## config.mk

```make
export PLATFORM = sky130hd
export DESIGN_NAME = holy_axi_arbiter_flat
export DESIGN_NICKNAME = d
export VERILOG_FILES = /design/src/rtl/holy_axi_arb_pkg.sv /design/src/rtl/axi_if.sv /design/src/rtl/holy_rr_pick2.sv /design/src/rtl/holy_axi_arbiter.sv /design/src/flat_wrapper.sv
export SDC_FILE = /design/constraint.sdc
export NUM_CORES = 1
export LEC_CHECK = 0
export BUFFER_PORTS_ARGS = -buffer_cell sky130_fd_sc_hd__buf_2
export CAP_MARGIN = 20
export CORE_AREA = 8 8 216 218
export DETAILED_ROUTE_END_ITERATION = 8
export DIE_AREA = 0 0 224 226
export PLACE_DENSITY = 0.4
export SYNTH_ARGS = -nofsm -noshare
export SYNTH_HDL_FRONTEND = slang
export SYNTH_SLANG_ARGS = --single-unit
```

## constraint.sdc

```tcl
create_clock -name clk -period 2.8 [get_ports clk]
set_input_delay 0.28 -clock clk [delete_from_list [all_inputs] [get_ports clk]]
set_output_delay 0.28 -clock clk [all_outputs]
set_load 0.05 [all_outputs]
```

## src/rtl/holy_axi_arb_pkg.sv

```systemverilog
// Shared types and defaults for the I/D-cache AXI arbiter.
package holy_axi_arb_pkg;

  localparam int AXI_ID_W   = 4;
  localparam int AXI_ADDR_W = 32;
  localparam int AXI_DATA_W = 32;

  localparam logic [AXI_ID_W-1:0] DEF_I_ID    = 4'd0;
  localparam logic [AXI_ID_W-1:0] DEF_D_ID    = 4'd1;
  localparam int                  DEF_TIMEOUT = 1024;

  typedef enum logic [1:0] {
    ST_IDLE = 2'd0,
    ST_I_RD = 2'd1,
    ST_D_RD = 2'd2,
    ST_D_WR = 2'd3
  } arb_state_t;

  typedef enum logic {
    SRC_I = 1'b0,
    SRC_D = 1'b1
  } src_t;

endpackage

```

## src/rtl/axi_if.sv

```systemverilog
// AXI4 bundle shared by the caches and the core's external master port.
interface axi_if;
  import holy_axi_arb_pkg::*;

  logic                    aclk;
  logic                    aresetn;

  logic [AXI_ID_W-1:0]     awid;
  logic [AXI_ADDR_W-1:0]   awaddr;
  logic [7:0]              awlen;
  logic [2:0]              awsize;
  logic [1:0]              awburst;
  logic                    awvalid;
  logic                    awready;

  logic [AXI_DATA_W-1:0]   wdata;
  logic [AXI_DATA_W/8-1:0] wstrb;
  logic                    wlast;
  logic                    wvalid;
  logic                    wready;

  logic [AXI_ID_W-1:0]     bid;
  logic [1:0]              bresp;
  logic                    bvalid;
  logic                    bready;

  logic [AXI_ID_W-1:0]     arid;
  logic [AXI_ADDR_W-1:0]   araddr;
  logic [7:0]              arlen;
  logic [2:0]              arsize;
  logic [1:0]              arburst;
  logic                    arvalid;
  logic                    arready;

  logic [AXI_ID_W-1:0]     rid;
  logic [AXI_DATA_W-1:0]   rdata;
  logic [1:0]              rresp;
  logic                    rlast;
  logic                    rvalid;
  logic                    rready;

  modport mst (
    output awid, awaddr, awlen, awsize, awburst, awvalid, input awready,
    output wdata, wstrb, wlast, wvalid, input wready,
    input bid, bresp, bvalid, output bready,
    output arid, araddr, arlen, arsize, arburst, arvalid, input arready,
    input rid, rdata, rresp, rlast, rvalid, output rready
  );

  modport slv (
    input awid, awaddr, awlen, awsize, awburst, awvalid, output awready,
    input wdata, wstrb, wlast, wvalid, output wready,
    output bid, bresp, bvalid, input bready,
    input arid, araddr, arlen, arsize, arburst, arvalid, output arready,
    output rid, rdata, rresp, rlast, rvalid, input rready
  );

endinterface

```

## src/rtl/holy_rr_pick2.sv

```systemverilog
// Two-way round-robin pick: a lone requester always wins, a tie goes to
// whichever side was not granted last.
module holy_rr_pick2
  import holy_axi_arb_pkg::*;
(
  input  logic req_i_i,
  input  logic req_d_i,
  input  src_t last_grant_i,
  output logic gnt_valid_o,
  output src_t gnt_src_o
);

  // Pick the winner among the current requests.
  always_comb begin
    gnt_valid_o = req_i_i | req_d_i;
    gnt_src_o   = SRC_D;
    if (req_i_i && req_d_i) begin
      gnt_src_o = (last_grant_i == SRC_D) ? SRC_I : SRC_D;
    end else if (req_i_i) begin
      gnt_src_o = SRC_I;
    end
  end

endmodule

```

## src/rtl/holy_axi_arbiter.sv

```systemverilog
// Shares the core's AXI4 master port between the I-cache and D-cache, one
// whole transaction (address, data, response) at a time.
//
//   state   | meaning
//   --------+-----------------------------------------------
//   IDLE    | nothing granted, all forwarded valid/ready low
//   I_RD    | I-cache AR + R channels passed through
//   D_RD    | D-cache AR + R channels passed through
//   D_WR    | D-cache AW + W + B channels passed through
module holy_axi_arbiter
  import holy_axi_arb_pkg::*;
#(
  parameter logic [AXI_ID_W-1:0] I_ID    = DEF_I_ID,
  parameter logic [AXI_ID_W-1:0] D_ID    = DEF_D_ID,
  parameter int                  TIMEOUT = DEF_TIMEOUT
) (
  input  logic       clk,
  input  logic       rst,
  axi_if.slv         s_axi_i,
  axi_if.slv         s_axi_d,
  axi_if.mst         m_axi,
  output logic [1:0] grant_state,
  output logic       timeout_err
);

  localparam int               CNT_W  = $clog2(TIMEOUT) + 1;
  localparam logic [CNT_W-1:0] TO_CNT = CNT_W'(TIMEOUT);

  arb_state_t       state_q, state_d;
  src_t             last_grant_q, last_grant_d;
  logic [CNT_W-1:0] cnt_q, cnt_d;
  logic             err_q, err_d;
  logic             pick_valid;
  src_t             pick_src;

  // A D-cache writeback (AW) is offered alongside its refill (AR); either counts as a request.
  holy_rr_pick2 u_pick (
    .req_i_i      (s_axi_i.arvalid),
    .req_d_i      (s_axi_d.awvalid | s_axi_d.arvalid),
    .last_grant_i (last_grant_q),
    .gnt_valid_o  (pick_valid),
    .gnt_src_o    (pick_src)
  );

  // State, round-robin memory and watchdog registers.
  always_ff @(posedge clk or posedge rst) begin
    if (rst) begin
      state_q      <= ST_IDLE;
      last_grant_q <= SRC_D;
      cnt_q        <= '0;
      err_q        <= 1'b0;
    end else begin
      state_q      <= state_d;
      last_grant_q <= last_grant_d;
      cnt_q        <= cnt_d;
      err_q        <= err_d;
    end
  end

  // Next state: grant from IDLE, return to IDLE after the last R beat or the B handshake.
  always_comb begin
    state_d      = state_q;
    last_grant_d = last_grant_q;
    unique case (state_q)
      ST_IDLE: begin
        if (pick_valid) begin
          last_grant_d = pick_src;
          if (pick_src == SRC_I)      state_d = ST_I_RD;
          else if (s_axi_d.awvalid)   state_d = ST_D_WR;
          else                        state_d = ST_D_RD;
        end
      end
      ST_I_RD, ST_D_RD: begin
        if (m_axi.rvalid && m_axi.rready && m_axi.rlast) state_d = ST_IDLE;
      end
      ST_D_WR: begin
        if (m_axi.bvalid && m_axi.bready) state_d = ST_IDLE;
      end
      default: state_d = ST_IDLE;
    endcase
  end

  // Watchdog: counts open-grant cycles, saturating; the error flag is sticky until reset.
  always_comb begin
    cnt_d = cnt_q;
    if (state_q == ST_IDLE)   cnt_d = '0;
    else if (cnt_q != '1)     cnt_d = cnt_q + CNT_W'(1);
    err_d = err_q | ((state_q != ST_IDLE) && (cnt_d >= TO_CNT));
  end

  // Channel muxes: only the granted channel set sees valid/ready; everything else is held low.
  always_comb begin
    m_axi.awid    = '0;
    m_axi.awaddr  = '0;
    m_axi.awlen   = '0;
    m_axi.awsize  = '0;
    m_axi.awburst = '0;
    m_axi.awvalid = 1'b0;
    m_axi.wdata   = '0;
    m_axi.wstrb   = '0;
    m_axi.wlast   = 1'b0;
    m_axi.wvalid  = 1'b0;
    m_axi.bready  = 1'b0;
    m_axi.arid    = '0;
    m_axi.araddr  = '0;
    m_axi.arlen   = '0;
    m_axi.arsize  = '0;
    m_axi.arburst = '0;
    m_axi.arvalid = 1'b0;
    m_axi.rready  = 1'b0;
    s_axi_i.arready = 1'b0;
    s_axi_i.rvalid  = 1'b0;
    s_axi_d.arready = 1'b0;
    s_axi_d.rvalid  = 1'b0;
    s_axi_d.awready = 1'b0;
    s_axi_d.wready  = 1'b0;
    s_axi_d.bvalid  = 1'b0;
    unique case (state_q)
      ST_I_RD: begin
        m_axi.arid      = I_ID;
        m_axi.araddr    = s_axi_i.araddr;
        m_axi.arlen     = s_axi_i.arlen;
        m_axi.arsize    = s_axi_i.arsize;
        m_axi.arburst   = s_axi_i.arburst;
        m_axi.arvalid   = s_axi_i.arvalid;
        s_axi_i.arready = m_axi.arready;
        s_axi_i.rvalid  = m_axi.rvalid;
        m_axi.rready    = s_axi_i.rready;
      end
      ST_D_RD: begin
        m_axi.arid      = D_ID;
        m_axi.araddr    = s_axi_d.araddr;
        m_axi.arlen     = s_axi_d.arlen;
        m_axi.arsize    = s_axi_d.arsize;
        m_axi.arburst   = s_axi_d.arburst;
        m_axi.arvalid   = s_axi_d.arvalid;
        s_axi_d.arready = m_axi.arready;
        s_axi_d.rvalid  = m_axi.rvalid;
        m_axi.rready    = s_axi_d.rready;
      end
      ST_D_WR: begin
        m_axi.awid      = D_ID;
        m_axi.awaddr    = s_axi_d.awaddr;
        m_axi.awlen     = s_axi_d.awlen;
        m_axi.awsize    = s_axi_d.awsize;
        m_axi.awburst   = s_axi_d.awburst;
        m_axi.awvalid   = s_axi_d.awvalid;
        s_axi_d.awready = m_axi.awready;
        m_axi.wdata     = s_axi_d.wdata;
        m_axi.wstrb     = s_axi_d.wstrb;
        m_axi.wlast     = s_axi_d.wlast;
        m_axi.wvalid    = s_axi_d.wvalid;
        s_axi_d.wready  = m_axi.wready;
        s_axi_d.bvalid  = m_axi.bvalid;
        m_axi.bready    = s_axi_d.bready;
      end
      default: ;
    endcase
  end

  // Response payloads are safe to fan out to both caches; only the valids are gated.
  assign s_axi_i.rid     = m_axi.rid;
  assign s_axi_i.rdata   = m_axi.rdata;
  assign s_axi_i.rresp   = m_axi.rresp;
  assign s_axi_i.rlast   = m_axi.rlast;
  assign s_axi_d.rid     = m_axi.rid;
  assign s_axi_d.rdata   = m_axi.rdata;
  assign s_axi_d.rresp   = m_axi.rresp;
  assign s_axi_d.rlast   = m_axi.rlast;
  assign s_axi_d.bid     = m_axi.bid;
  assign s_axi_d.bresp   = m_axi.bresp;

  // The I-cache never writes.
  assign s_axi_i.awready = 1'b0;
  assign s_axi_i.wready  = 1'b0;
  assign s_axi_i.bvalid  = 1'b0;
  assign s_axi_i.bid     = '0;
  assign s_axi_i.bresp   = '0;

  assign grant_state = state_q;
  assign timeout_err = err_q;

endmodule
```

## src/flat_wrapper.sv

```systemverilog
// flat-port wrapper written by rule: the top's interface ports become plain ports
module holy_axi_arbiter_flat import holy_axi_arb_pkg::*;
#(
  parameter logic [AXI_ID_W-1:0] I_ID    = DEF_I_ID,
  parameter logic [AXI_ID_W-1:0] D_ID    = DEF_D_ID,
  parameter int                  TIMEOUT = DEF_TIMEOUT
)
  (clk, rst, grant_state, timeout_err, s_axi_i_awid, s_axi_i_awaddr, s_axi_i_awlen, s_axi_i_awsize, s_axi_i_awburst, s_axi_i_awvalid, s_axi_i_awready, s_axi_i_wdata, s_axi_i_wstrb, s_axi_i_wlast, s_axi_i_wvalid, s_axi_i_wready, s_axi_i_bid, s_axi_i_bresp, s_axi_i_bvalid, s_axi_i_bready, s_axi_i_arid, s_axi_i_araddr, s_axi_i_arlen, s_axi_i_arsize, s_axi_i_arburst, s_axi_i_arvalid, s_axi_i_arready, s_axi_i_rid, s_axi_i_rdata, s_axi_i_rresp, s_axi_i_rlast, s_axi_i_rvalid, s_axi_i_rready, s_axi_d_awid, s_axi_d_awaddr, s_axi_d_awlen, s_axi_d_awsize, s_axi_d_awburst, s_axi_d_awvalid, s_axi_d_awready, s_axi_d_wdata, s_axi_d_wstrb, s_axi_d_wlast, s_axi_d_wvalid, s_axi_d_wready, s_axi_d_bid, s_axi_d_bresp, s_axi_d_bvalid, s_axi_d_bready, s_axi_d_arid, s_axi_d_araddr, s_axi_d_arlen, s_axi_d_arsize, s_axi_d_arburst, s_axi_d_arvalid, s_axi_d_arready, s_axi_d_rid, s_axi_d_rdata, s_axi_d_rresp, s_axi_d_rlast, s_axi_d_rvalid, s_axi_d_rready, m_axi_awid, m_axi_awaddr, m_axi_awlen, m_axi_awsize, m_axi_awburst, m_axi_awvalid, m_axi_awready, m_axi_wdata, m_axi_wstrb, m_axi_wlast, m_axi_wvalid, m_axi_wready, m_axi_bid, m_axi_bresp, m_axi_bvalid, m_axi_bready, m_axi_arid, m_axi_araddr, m_axi_arlen, m_axi_arsize, m_axi_arburst, m_axi_arvalid, m_axi_arready, m_axi_rid, m_axi_rdata, m_axi_rresp, m_axi_rlast, m_axi_rvalid, m_axi_rready);
  axi_if s_axi_i_i ();
  axi_if s_axi_d_i ();
  axi_if m_axi_i ();
  input  logic clk;
  input  logic rst;
  output logic [1:0] grant_state;
  output logic timeout_err;
  input wire logic [$bits(s_axi_i_i.awid)-1:0] s_axi_i_awid;
  input wire logic [$bits(s_axi_i_i.awaddr)-1:0] s_axi_i_awaddr;
  input wire logic [$bits(s_axi_i_i.awlen)-1:0] s_axi_i_awlen;
  input wire logic [$bits(s_axi_i_i.awsize)-1:0] s_axi_i_awsize;
  input wire logic [$bits(s_axi_i_i.awburst)-1:0] s_axi_i_awburst;
  input wire logic [$bits(s_axi_i_i.awvalid)-1:0] s_axi_i_awvalid;
  output wire logic [$bits(s_axi_i_i.awready)-1:0] s_axi_i_awready;
  input wire logic [$bits(s_axi_i_i.wdata)-1:0] s_axi_i_wdata;
  input wire logic [$bits(s_axi_i_i.wstrb)-1:0] s_axi_i_wstrb;
  input wire logic [$bits(s_axi_i_i.wlast)-1:0] s_axi_i_wlast;
  input wire logic [$bits(s_axi_i_i.wvalid)-1:0] s_axi_i_wvalid;
  output wire logic [$bits(s_axi_i_i.wready)-1:0] s_axi_i_wready;
  output wire logic [$bits(s_axi_i_i.bid)-1:0] s_axi_i_bid;
  output wire logic [$bits(s_axi_i_i.bresp)-1:0] s_axi_i_bresp;
  output wire logic [$bits(s_axi_i_i.bvalid)-1:0] s_axi_i_bvalid;
  input wire logic [$bits(s_axi_i_i.bready)-1:0] s_axi_i_bready;
  input wire logic [$bits(s_axi_i_i.arid)-1:0] s_axi_i_arid;
  input wire logic [$bits(s_axi_i_i.araddr)-1:0] s_axi_i_araddr;
  input wire logic [$bits(s_axi_i_i.arlen)-1:0] s_axi_i_arlen;
  input wire logic [$bits(s_axi_i_i.arsize)-1:0] s_axi_i_arsize;
  input wire logic [$bits(s_axi_i_i.arburst)-1:0] s_axi_i_arburst;
  input wire logic [$bits(s_axi_i_i.arvalid)-1:0] s_axi_i_arvalid;
  output wire logic [$bits(s_axi_i_i.arready)-1:0] s_axi_i_arready;
  output wire logic [$bits(s_axi_i_i.rid)-1:0] s_axi_i_rid;
  output wire logic [$bits(s_axi_i_i.rdata)-1:0] s_axi_i_rdata;
  output wire logic [$bits(s_axi_i_i.rresp)-1:0] s_axi_i_rresp;
  output wire logic [$bits(s_axi_i_i.rlast)-1:0] s_axi_i_rlast;
  output wire logic [$bits(s_axi_i_i.rvalid)-1:0] s_axi_i_rvalid;
  input wire logic [$bits(s_axi_i_i.rready)-1:0] s_axi_i_rready;
  input wire logic [$bits(s_axi_d_i.awid)-1:0] s_axi_d_awid;
  input wire logic [$bits(s_axi_d_i.awaddr)-1:0] s_axi_d_awaddr;
  input wire logic [$bits(s_axi_d_i.awlen)-1:0] s_axi_d_awlen;
  input wire logic [$bits(s_axi_d_i.awsize)-1:0] s_axi_d_awsize;
  input wire logic [$bits(s_axi_d_i.awburst)-1:0] s_axi_d_awburst;
  input wire logic [$bits(s_axi_d_i.awvalid)-1:0] s_axi_d_awvalid;
  output wire logic [$bits(s_axi_d_i.awready)-1:0] s_axi_d_awready;
  input wire logic [$bits(s_axi_d_i.wdata)-1:0] s_axi_d_wdata;
  input wire logic [$bits(s_axi_d_i.wstrb)-1:0] s_axi_d_wstrb;
  input wire logic [$bits(s_axi_d_i.wlast)-1:0] s_axi_d_wlast;
  input wire logic [$bits(s_axi_d_i.wvalid)-1:0] s_axi_d_wvalid;
  output wire logic [$bits(s_axi_d_i.wready)-1:0] s_axi_d_wready;
  output wire logic [$bits(s_axi_d_i.bid)-1:0] s_axi_d_bid;
  output wire logic [$bits(s_axi_d_i.bresp)-1:0] s_axi_d_bresp;
  output wire logic [$bits(s_axi_d_i.bvalid)-1:0] s_axi_d_bvalid;
  input wire logic [$bits(s_axi_d_i.bready)-1:0] s_axi_d_bready;
  input wire logic [$bits(s_axi_d_i.arid)-1:0] s_axi_d_arid;
  input wire logic [$bits(s_axi_d_i.araddr)-1:0] s_axi_d_araddr;
  input wire logic [$bits(s_axi_d_i.arlen)-1:0] s_axi_d_arlen;
  input wire logic [$bits(s_axi_d_i.arsize)-1:0] s_axi_d_arsize;
  input wire logic [$bits(s_axi_d_i.arburst)-1:0] s_axi_d_arburst;
  input wire logic [$bits(s_axi_d_i.arvalid)-1:0] s_axi_d_arvalid;
  output wire logic [$bits(s_axi_d_i.arready)-1:0] s_axi_d_arready;
  output wire logic [$bits(s_axi_d_i.rid)-1:0] s_axi_d_rid;
  output wire logic [$bits(s_axi_d_i.rdata)-1:0] s_axi_d_rdata;
  output wire logic [$bits(s_axi_d_i.rresp)-1:0] s_axi_d_rresp;
  output wire logic [$bits(s_axi_d_i.rlast)-1:0] s_axi_d_rlast;
  output wire logic [$bits(s_axi_d_i.rvalid)-1:0] s_axi_d_rvalid;
  input wire logic [$bits(s_axi_d_i.rready)-1:0] s_axi_d_rready;
  output wire logic [$bits(m_axi_i.awid)-1:0] m_axi_awid;
  output wire logic [$bits(m_axi_i.awaddr)-1:0] m_axi_awaddr;
  output wire logic [$bits(m_axi_i.awlen)-1:0] m_axi_awlen;
  output wire logic [$bits(m_axi_i.awsize)-1:0] m_axi_awsize;
  output wire logic [$bits(m_axi_i.awburst)-1:0] m_axi_awburst;
  output wire logic [$bits(m_axi_i.awvalid)-1:0] m_axi_awvalid;
  input wire logic [$bits(m_axi_i.awready)-1:0] m_axi_awready;
  output wire logic [$bits(m_axi_i.wdata)-1:0] m_axi_wdata;
  output wire logic [$bits(m_axi_i.wstrb)-1:0] m_axi_wstrb;
  output wire logic [$bits(m_axi_i.wlast)-1:0] m_axi_wlast;
  output wire logic [$bits(m_axi_i.wvalid)-1:0] m_axi_wvalid;
  input wire logic [$bits(m_axi_i.wready)-1:0] m_axi_wready;
  input wire logic [$bits(m_axi_i.bid)-1:0] m_axi_bid;
  input wire logic [$bits(m_axi_i.bresp)-1:0] m_axi_bresp;
  input wire logic [$bits(m_axi_i.bvalid)-1:0] m_axi_bvalid;
  output wire logic [$bits(m_axi_i.bready)-1:0] m_axi_bready;
  output wire logic [$bits(m_axi_i.arid)-1:0] m_axi_arid;
  output wire logic [$bits(m_axi_i.araddr)-1:0] m_axi_araddr;
  output wire logic [$bits(m_axi_i.arlen)-1:0] m_axi_arlen;
  output wire logic [$bits(m_axi_i.arsize)-1:0] m_axi_arsize;
  output wire logic [$bits(m_axi_i.arburst)-1:0] m_axi_arburst;
  output wire logic [$bits(m_axi_i.arvalid)-1:0] m_axi_arvalid;
  input wire logic [$bits(m_axi_i.arready)-1:0] m_axi_arready;
  input wire logic [$bits(m_axi_i.rid)-1:0] m_axi_rid;
  input wire logic [$bits(m_axi_i.rdata)-1:0] m_axi_rdata;
  input wire logic [$bits(m_axi_i.rresp)-1:0] m_axi_rresp;
  input wire logic [$bits(m_axi_i.rlast)-1:0] m_axi_rlast;
  input wire logic [$bits(m_axi_i.rvalid)-1:0] m_axi_rvalid;
  output wire logic [$bits(m_axi_i.rready)-1:0] m_axi_rready;
  assign s_axi_i_i.awid = s_axi_i_awid;
  assign s_axi_i_i.awaddr = s_axi_i_awaddr;
  assign s_axi_i_i.awlen = s_axi_i_awlen;
  assign s_axi_i_i.awsize = s_axi_i_awsize;
  assign s_axi_i_i.awburst = s_axi_i_awburst;
  assign s_axi_i_i.awvalid = s_axi_i_awvalid;
  assign s_axi_i_awready = s_axi_i_i.awready;
  assign s_axi_i_i.wdata = s_axi_i_wdata;
  assign s_axi_i_i.wstrb = s_axi_i_wstrb;
  assign s_axi_i_i.wlast = s_axi_i_wlast;
  assign s_axi_i_i.wvalid = s_axi_i_wvalid;
  assign s_axi_i_wready = s_axi_i_i.wready;
  assign s_axi_i_bid = s_axi_i_i.bid;
  assign s_axi_i_bresp = s_axi_i_i.bresp;
  assign s_axi_i_bvalid = s_axi_i_i.bvalid;
  assign s_axi_i_i.bready = s_axi_i_bready;
  assign s_axi_i_i.arid = s_axi_i_arid;
  assign s_axi_i_i.araddr = s_axi_i_araddr;
  assign s_axi_i_i.arlen = s_axi_i_arlen;
  assign s_axi_i_i.arsize = s_axi_i_arsize;
  assign s_axi_i_i.arburst = s_axi_i_arburst;
  assign s_axi_i_i.arvalid = s_axi_i_arvalid;
  assign s_axi_i_arready = s_axi_i_i.arready;
  assign s_axi_i_rid = s_axi_i_i.rid;
  assign s_axi_i_rdata = s_axi_i_i.rdata;
  assign s_axi_i_rresp = s_axi_i_i.rresp;
  assign s_axi_i_rlast = s_axi_i_i.rlast;
  assign s_axi_i_rvalid = s_axi_i_i.rvalid;
  assign s_axi_i_i.rready = s_axi_i_rready;
  assign s_axi_d_i.awid = s_axi_d_awid;
  assign s_axi_d_i.awaddr = s_axi_d_awaddr;
  assign s_axi_d_i.awlen = s_axi_d_awlen;
  assign s_axi_d_i.awsize = s_axi_d_awsize;
  assign s_axi_d_i.awburst = s_axi_d_awburst;
  assign s_axi_d_i.awvalid = s_axi_d_awvalid;
  assign s_axi_d_awready = s_axi_d_i.awready;
  assign s_axi_d_i.wdata = s_axi_d_wdata;
  assign s_axi_d_i.wstrb = s_axi_d_wstrb;
  assign s_axi_d_i.wlast = s_axi_d_wlast;
  assign s_axi_d_i.wvalid = s_axi_d_wvalid;
  assign s_axi_d_wready = s_axi_d_i.wready;
  assign s_axi_d_bid = s_axi_d_i.bid;
  assign s_axi_d_bresp = s_axi_d_i.bresp;
  assign s_axi_d_bvalid = s_axi_d_i.bvalid;
  assign s_axi_d_i.bready = s_axi_d_bready;
  assign s_axi_d_i.arid = s_axi_d_arid;
  assign s_axi_d_i.araddr = s_axi_d_araddr;
  assign s_axi_d_i.arlen = s_axi_d_arlen;
  assign s_axi_d_i.arsize = s_axi_d_arsize;
  assign s_axi_d_i.arburst = s_axi_d_arburst;
  assign s_axi_d_i.arvalid = s_axi_d_arvalid;
  assign s_axi_d_arready = s_axi_d_i.arready;
  assign s_axi_d_rid = s_axi_d_i.rid;
  assign s_axi_d_rdata = s_axi_d_i.rdata;
  assign s_axi_d_rresp = s_axi_d_i.rresp;
  assign s_axi_d_rlast = s_axi_d_i.rlast;
  assign s_axi_d_rvalid = s_axi_d_i.rvalid;
  assign s_axi_d_i.rready = s_axi_d_rready;
  assign m_axi_awid = m_axi_i.awid;
  assign m_axi_awaddr = m_axi_i.awaddr;
  assign m_axi_awlen = m_axi_i.awlen;
  assign m_axi_awsize = m_axi_i.awsize;
  assign m_axi_awburst = m_axi_i.awburst;
  assign m_axi_awvalid = m_axi_i.awvalid;
  assign m_axi_i.awready = m_axi_awready;
  assign m_axi_wdata = m_axi_i.wdata;
  assign m_axi_wstrb = m_axi_i.wstrb;
  assign m_axi_wlast = m_axi_i.wlast;
  assign m_axi_wvalid = m_axi_i.wvalid;
  assign m_axi_i.wready = m_axi_wready;
  assign m_axi_i.bid = m_axi_bid;
  assign m_axi_i.bresp = m_axi_bresp;
  assign m_axi_i.bvalid = m_axi_bvalid;
  assign m_axi_bready = m_axi_i.bready;
  assign m_axi_arid = m_axi_i.arid;
  assign m_axi_araddr = m_axi_i.araddr;
  assign m_axi_arlen = m_axi_i.arlen;
  assign m_axi_arsize = m_axi_i.arsize;
  assign m_axi_arburst = m_axi_i.arburst;
  assign m_axi_arvalid = m_axi_i.arvalid;
  assign m_axi_i.arready = m_axi_arready;
  assign m_axi_i.rid = m_axi_rid;
  assign m_axi_i.rdata = m_axi_rdata;
  assign m_axi_i.rresp = m_axi_rresp;
  assign m_axi_i.rlast = m_axi_rlast;
  assign m_axi_i.rvalid = m_axi_rvalid;
  assign m_axi_rready = m_axi_i.rready;
  holy_axi_arbiter #(.I_ID(I_ID), .D_ID(D_ID), .TIMEOUT(TIMEOUT)) u_core (.clk(clk), .rst(rst), .s_axi_i(s_axi_i_i), .s_axi_d(s_axi_d_i), .m_axi(m_axi_i), .grant_state(grant_state), .timeout_err(timeout_err));
endmodule
```

* Word level (Yosys, flattened, before mapping)
Cells that the tools add are included.
Word-level totals: bits of input ports 332, output and inout port bits 243, word-level logic and storage cells 62, register bits after elaboration 15
Operators by class: reduce and logical (&&, ||, !) cells 10, magnitude comparators 1, add/sub/neg operators 1, mux-type cells 36, bitwise gates (word level) 3, equal/unequal tests 7
Operators with widths (count):
- $mux W32 | 2
- $pmux W32 S2 | 1
- $mux W11 | 2
- $mux W1 | 17
- $pmux W8 S2 | 1
- $add A11 B1 Y11 const B | 1
- $ge A11 B11 Y1 const B | 1
- $ne A11 B11 Y1 const B | 1
- $mux W2 | 5
- $mux W8 | 1
- $ne A2 B1 Y1 const B | 3
- $pmux W2 S3 | 1
- $pmux W3 S2 | 1
- $logic_and A1 B1 Y1 | 5
- $eq A2 B2 Y1 const B | 2
- $mux W4 | 1
- $pmux W1 S2 | 2
- $pmux W2 S2 | 1
- $mux W3 | 1
- $or A1 B1 Y1 | 3
- $reduce_and A3 Y1 | 1
- $eq A2 B1 Y1 const B | 1
- $logic_not A2 Y1 | 1
- $reduce_and A2 Y1 | 1
- 2 further kinds | 2

* Logic depth before layout (Yosys ltp)
word-level depth 6, gate-level depth with buffers 6, mapped depth without buffers 6

* By module
From an unflattened synthesis, not the netlist that was laid out.
Unflattened totals: cell total of the unflattened synthesis 395, area, all modules 2889.0 um2
By module, submodules not included:
- holy_axi_arbiter | cells each 392, seq. area each 376.6 um2, instances 1, area each 2874.0 um2
- holy_rr_pick2 | cells each 3, seq. area each 0.0 um2, instances 1, area each 15.0 um2

* Worst setup path after synthesis
OpenSTA, ideal clock, no wires.
kind flip-flop to output port, from register u_core.state_q[0], in the netlist u_core.grant_state[0], to output m_axi_araddr[14], arrival 2.742 ns, slack -0.222 ns, required time 2.520 ns, stages on the path, launching flop included 7, path through dfrtp_1 -> inv_1 -> ha_1 -> clkbuf_1 -> clkbuf_1 -> a22oi_1 -> nor2b_1
Between the ends: word-level cells in the longest chain between the ends 2, elaborated cells between the ends (all ways) 3, classes of those cells eq/ne: 2; mux: 1
Ends and longest elaborated chain:
- start, declared | RTL line holy_axi_arbiter.sv:29 | arb_state_t state_q, state_d;
- start signal, assigned | RTL line holy_axi_arbiter.sv:53 | state_q <= state_d;
- $eq A2 B2 Y1 / $eq A2 B1 Y1 (equally long branches) | RTL line holy_axi_arbiter.sv:118 | unique case (state_q)
- $pmux W32 S2 (*) | RTL line holy_axi_arbiter.sv:118
- end, declared | RTL line flat_wrapper.sv:91 | output wire logic [$bits(m_axi_i.araddr)-1:0] m_axi_araddr;
Every way passes the cells marked *; elsewhere a longest branch is shown, timed or not.

* Worst setup path after layout
from register u_core.state_q[0], in the netlist u_core.grant_state[0], to output m_axi_araddr[3]
The elaborated chain is that of the path after synthesis.

==> metrics.csv <==
stage,metric,value,unit
run_status,status,"finished, final reports clean",
worst_setup_path,worstPathRequired,2520,ps
die,die_area,50620,um2
grt,overflow,0,
power_and_ir_drop,peakVddDrop,0.2827,mV
yosys,syn_inst,396,
run,max-cap-violations,0,
yosys,synth_area_per_cell,7.302,um2
worst_setup_path,start_kind,flip-flop,
worst_setup_path,end_kind,output pin,
sta,drv_slew,0,
power_and_ir_drop,pwr_density_cell,943.3,nW/um2
clock_network,clk_latency,250,ps
grt,grt_usage,5.839,%
yosys,synth.area.top_cells,"buf_4 (26%), and2_1 (20%), a22oi_1 (12%)",
sta,worst_pin_slew,610.2,ps
worst_setup_path,cp_cell_sequence,inv_1 -> ha_2 -> buf_12 -> a22oi_1 -> nor2b_1 -> buf_2,
sta,finalSetupViolCount,0,
detailed_routing,ant_nets,0,
yosys,synth_area_leader_cell,buf_4,
sta,setup_tns,0,ps
clock_network,postCtsHoldBufs,0,
yosys,ys_async_sr_fraction,100.0,%
yosys,synth_cell_types,32,
power_and_ir_drop,p_leak,2.445,nW
sta,finalHoldViolCount,0,
sta,max_freq,410.8,MHz
sta,fin_worst_skew,5.011,ps
sta,hold_ws,100.9,ps
sta,period_needed,2434,ps
yosys,ys_top_cells_by_count,"buf_4 (99), and2_1 (92), a22oi_1 (47), nor2b_1 (47), clkbuf_1 (23)",
yosys,yosysMostFrequentCell,buf_4,
detailed_routing,first_iter_violations,93,
place,hpwl,15040,um
detailed_routing,drc_errors,0,
die,rows,77,
detailed_routing,first_pass_iters,4,
grt,grt_start_max_net_pins,76,
final_layout,areaGrowthSynthToFinish,63.22,%
yosys,synth_area,2892,um2
clock_network,clock-sinks,15,
yosys,synth_top_area_share,25.70,%
worst_setup_path,reg2reg_from,u_core.grant_state[0],
worst_setup_path,cpMaxStageDelayCell,ha_2,
place,gp_congestion,0.9171,
yosys,synth-seq-cells,15,
yosys,synth-seq-area-share,13.02,%
clock_network,clk_pin_slew,50,ps
detailed_routing,via_count,3541,
detailed_routing,wl_per_cell,13.74,um
die,ios,575,
clock_network,root_buffer,clkbuf_16,
clock_network,cts_buffers,3,
worst_setup_path,r2r-end,u_core.grant_state[1],
clock_network,postCtsResizedCells,0,
place,io_buffers,332,
final_layout,drive_gt1_share,58.69,%
die,coreArea,43450,um2
yosys,synth_edf_count,0,
detailed_routing,drt_wl_total,16800,um
grt,grt_pass1_wl,22520,um
clock_network,post_cts.repair.setup_buffers,0,
worst_setup_path,critPathArrivalTime,2150,ps
grt,grt_pass1_vias,3674,
worst_setup_path,slowest_delay,510,ps
worst_setup_path,reg2reg_depth,7,
clock_network,cts.path.max_buffers,2,
worst_setup_path,worstPathMaxFanout,29,
sta,period_share,86.93,%
die,die_h,226,um
die,die_w,224,um
min_path,hp-class,primary input to async pin,
yosys,synth_warnings,0,
worst_setup_path,criticalPathCategory,flip-flop to output pin,
final_layout,fin_nets,965,
detailed_routing,vias_per_cell,2.898,
sta,rsz0062_at_grt,false,
clock_network,cts_max_level,1,
clock_network,cts_tree,yes,
die,initial_core_util,6.655,%
grt,antenna_found_initial,7,
yosys,synth_flop_cell,dfrtp_1,
sta,slew_headroom,59.27,%
worst_setup_path,r2r_setup_slack,760,ps
[cell families after synthesis]
| kind of cell | synth area share [%] |
|---|---|
| other | 0.1297 |
| XOR/XNOR | 0.9089 |
| AND/OR/NAND/NOR | 35.96 |
| multiplexers | 0.6924 |
| AO/OA/AOI/OAI | 17.01 |
| buffers and inverters | 30.12 |
| adder cells (fa/ha/maj) | 2.164 |
| flip-flops | 13.02 |
[worst max-delay path by stage]
stage | slack (ps) | cells after the start | endpoint | from
after floorplan | 20 | 6 | m_axi_araddr[14] | u_core.grant_state[0]
after global placement | 580 | 6 | m_axi_araddr[3] | u_core.grant_state[0]
after detailed placement | 580 | 6 | m_axi_rready | u_core.grant_state[0]
after CTS | 310 | 6 | m_axi_rready | u_core.grant_state[0]
after global routing | 210 | 6 | m_axi_rready | u_core.grant_state[0]
final | 370 | 6 | m_axi_araddr[3] | u_core.grant_state[0]
[area by class of cell]
type / instances / area [um2]
Sequential cell: 15 / 376.6
Inverter: 6 / 22.52
Antenna cell: 3 / 7.507
Fill cell: 5072 / 38730
Timing Repair Buffer: 338 / 1744
Multi-Input combinational cell: 264 / 1749
Tap cell: 592 / 740.7
Clock buffer: 4 / 78.83
[cells in the final DEF (no fill, tap or decap), drive strengths merged]
cell       n
and3       1
a31oi      4
nand3      3
clkbuf     4
nor2b     47
a211oi     1
a2111oi    1
nor3       1
xnor2      3
or2        1
inv        6
a22oi     47
and2      92
mux2i      2
diode      3
a32oi      1
nand2      8
nand4      3
a21oi      7
buf      338
o21bai     1
conb      15
dfstp      1
ha         5
and4       5
or3        3
o21ai      8
dfrtp     14
nor2       5
[state kept, by name (all words and copies together) (netlist names)]
name,count
u_core.timeout_err,1
u_core.grant_state,2
u_core.last_grant_q,1
u_core.cnt_q,11
[report_power, final]
part           total [mW]  leakage [nW]  switching, mW  internal [mW]
Combinational        3.87          2.21           2.79           1.08
Clock               0.277        0.0382         0.0842          0.193
Sequential          0.305         0.201         0.0418          0.263
Total                4.45          2.44           2.92           1.53
[through the flow]
| stage | area, um2 | worst slack [ps] | power (mW) | utilization (%) | cells |
|---|---|---|---|---|---|
| floorplan | 2989 | 21.39 | 3.528 | - | 410 |
| global placement | 4633 | 580.3 | 4.253 | 10.66 | 1215 |
| detailed placement | 4633 | 577.1 | 4.252 | 10.66 | 1215 |
| CTS | 4712 | 307.8 | 4.542 | 10.84 | 1219 |
| global route | 4717 | 208.6 | 4.737 | 10.86 | 1221 |
| finish | 4720 | 365.9 | 4.452 | 10.86 | 1222 |
[per-layer routing]
metal | track usage [%] | share of wire (%) | vias to the layer above
li1 | - | - | 1664
met1 | 5.449 | 34 | 1534
met2 | 10.94 | 50 | 310
met3 | 2.220 | 13 | 33
met4 | 3.122 | 3.6 | 0
met5 | 0 | 0 | -
[worst max-delay path, delay by kind of cell, from the launching register on]
family / cells / cell delay [ps]
fa+ha+maj: 1 / 510
simple gates: 1 / 190
compound gates: 1 / 110
buf+inv: 3 / 670
flops: 1 / 410
Note: power is estimated with default switching activity, not from simulation.
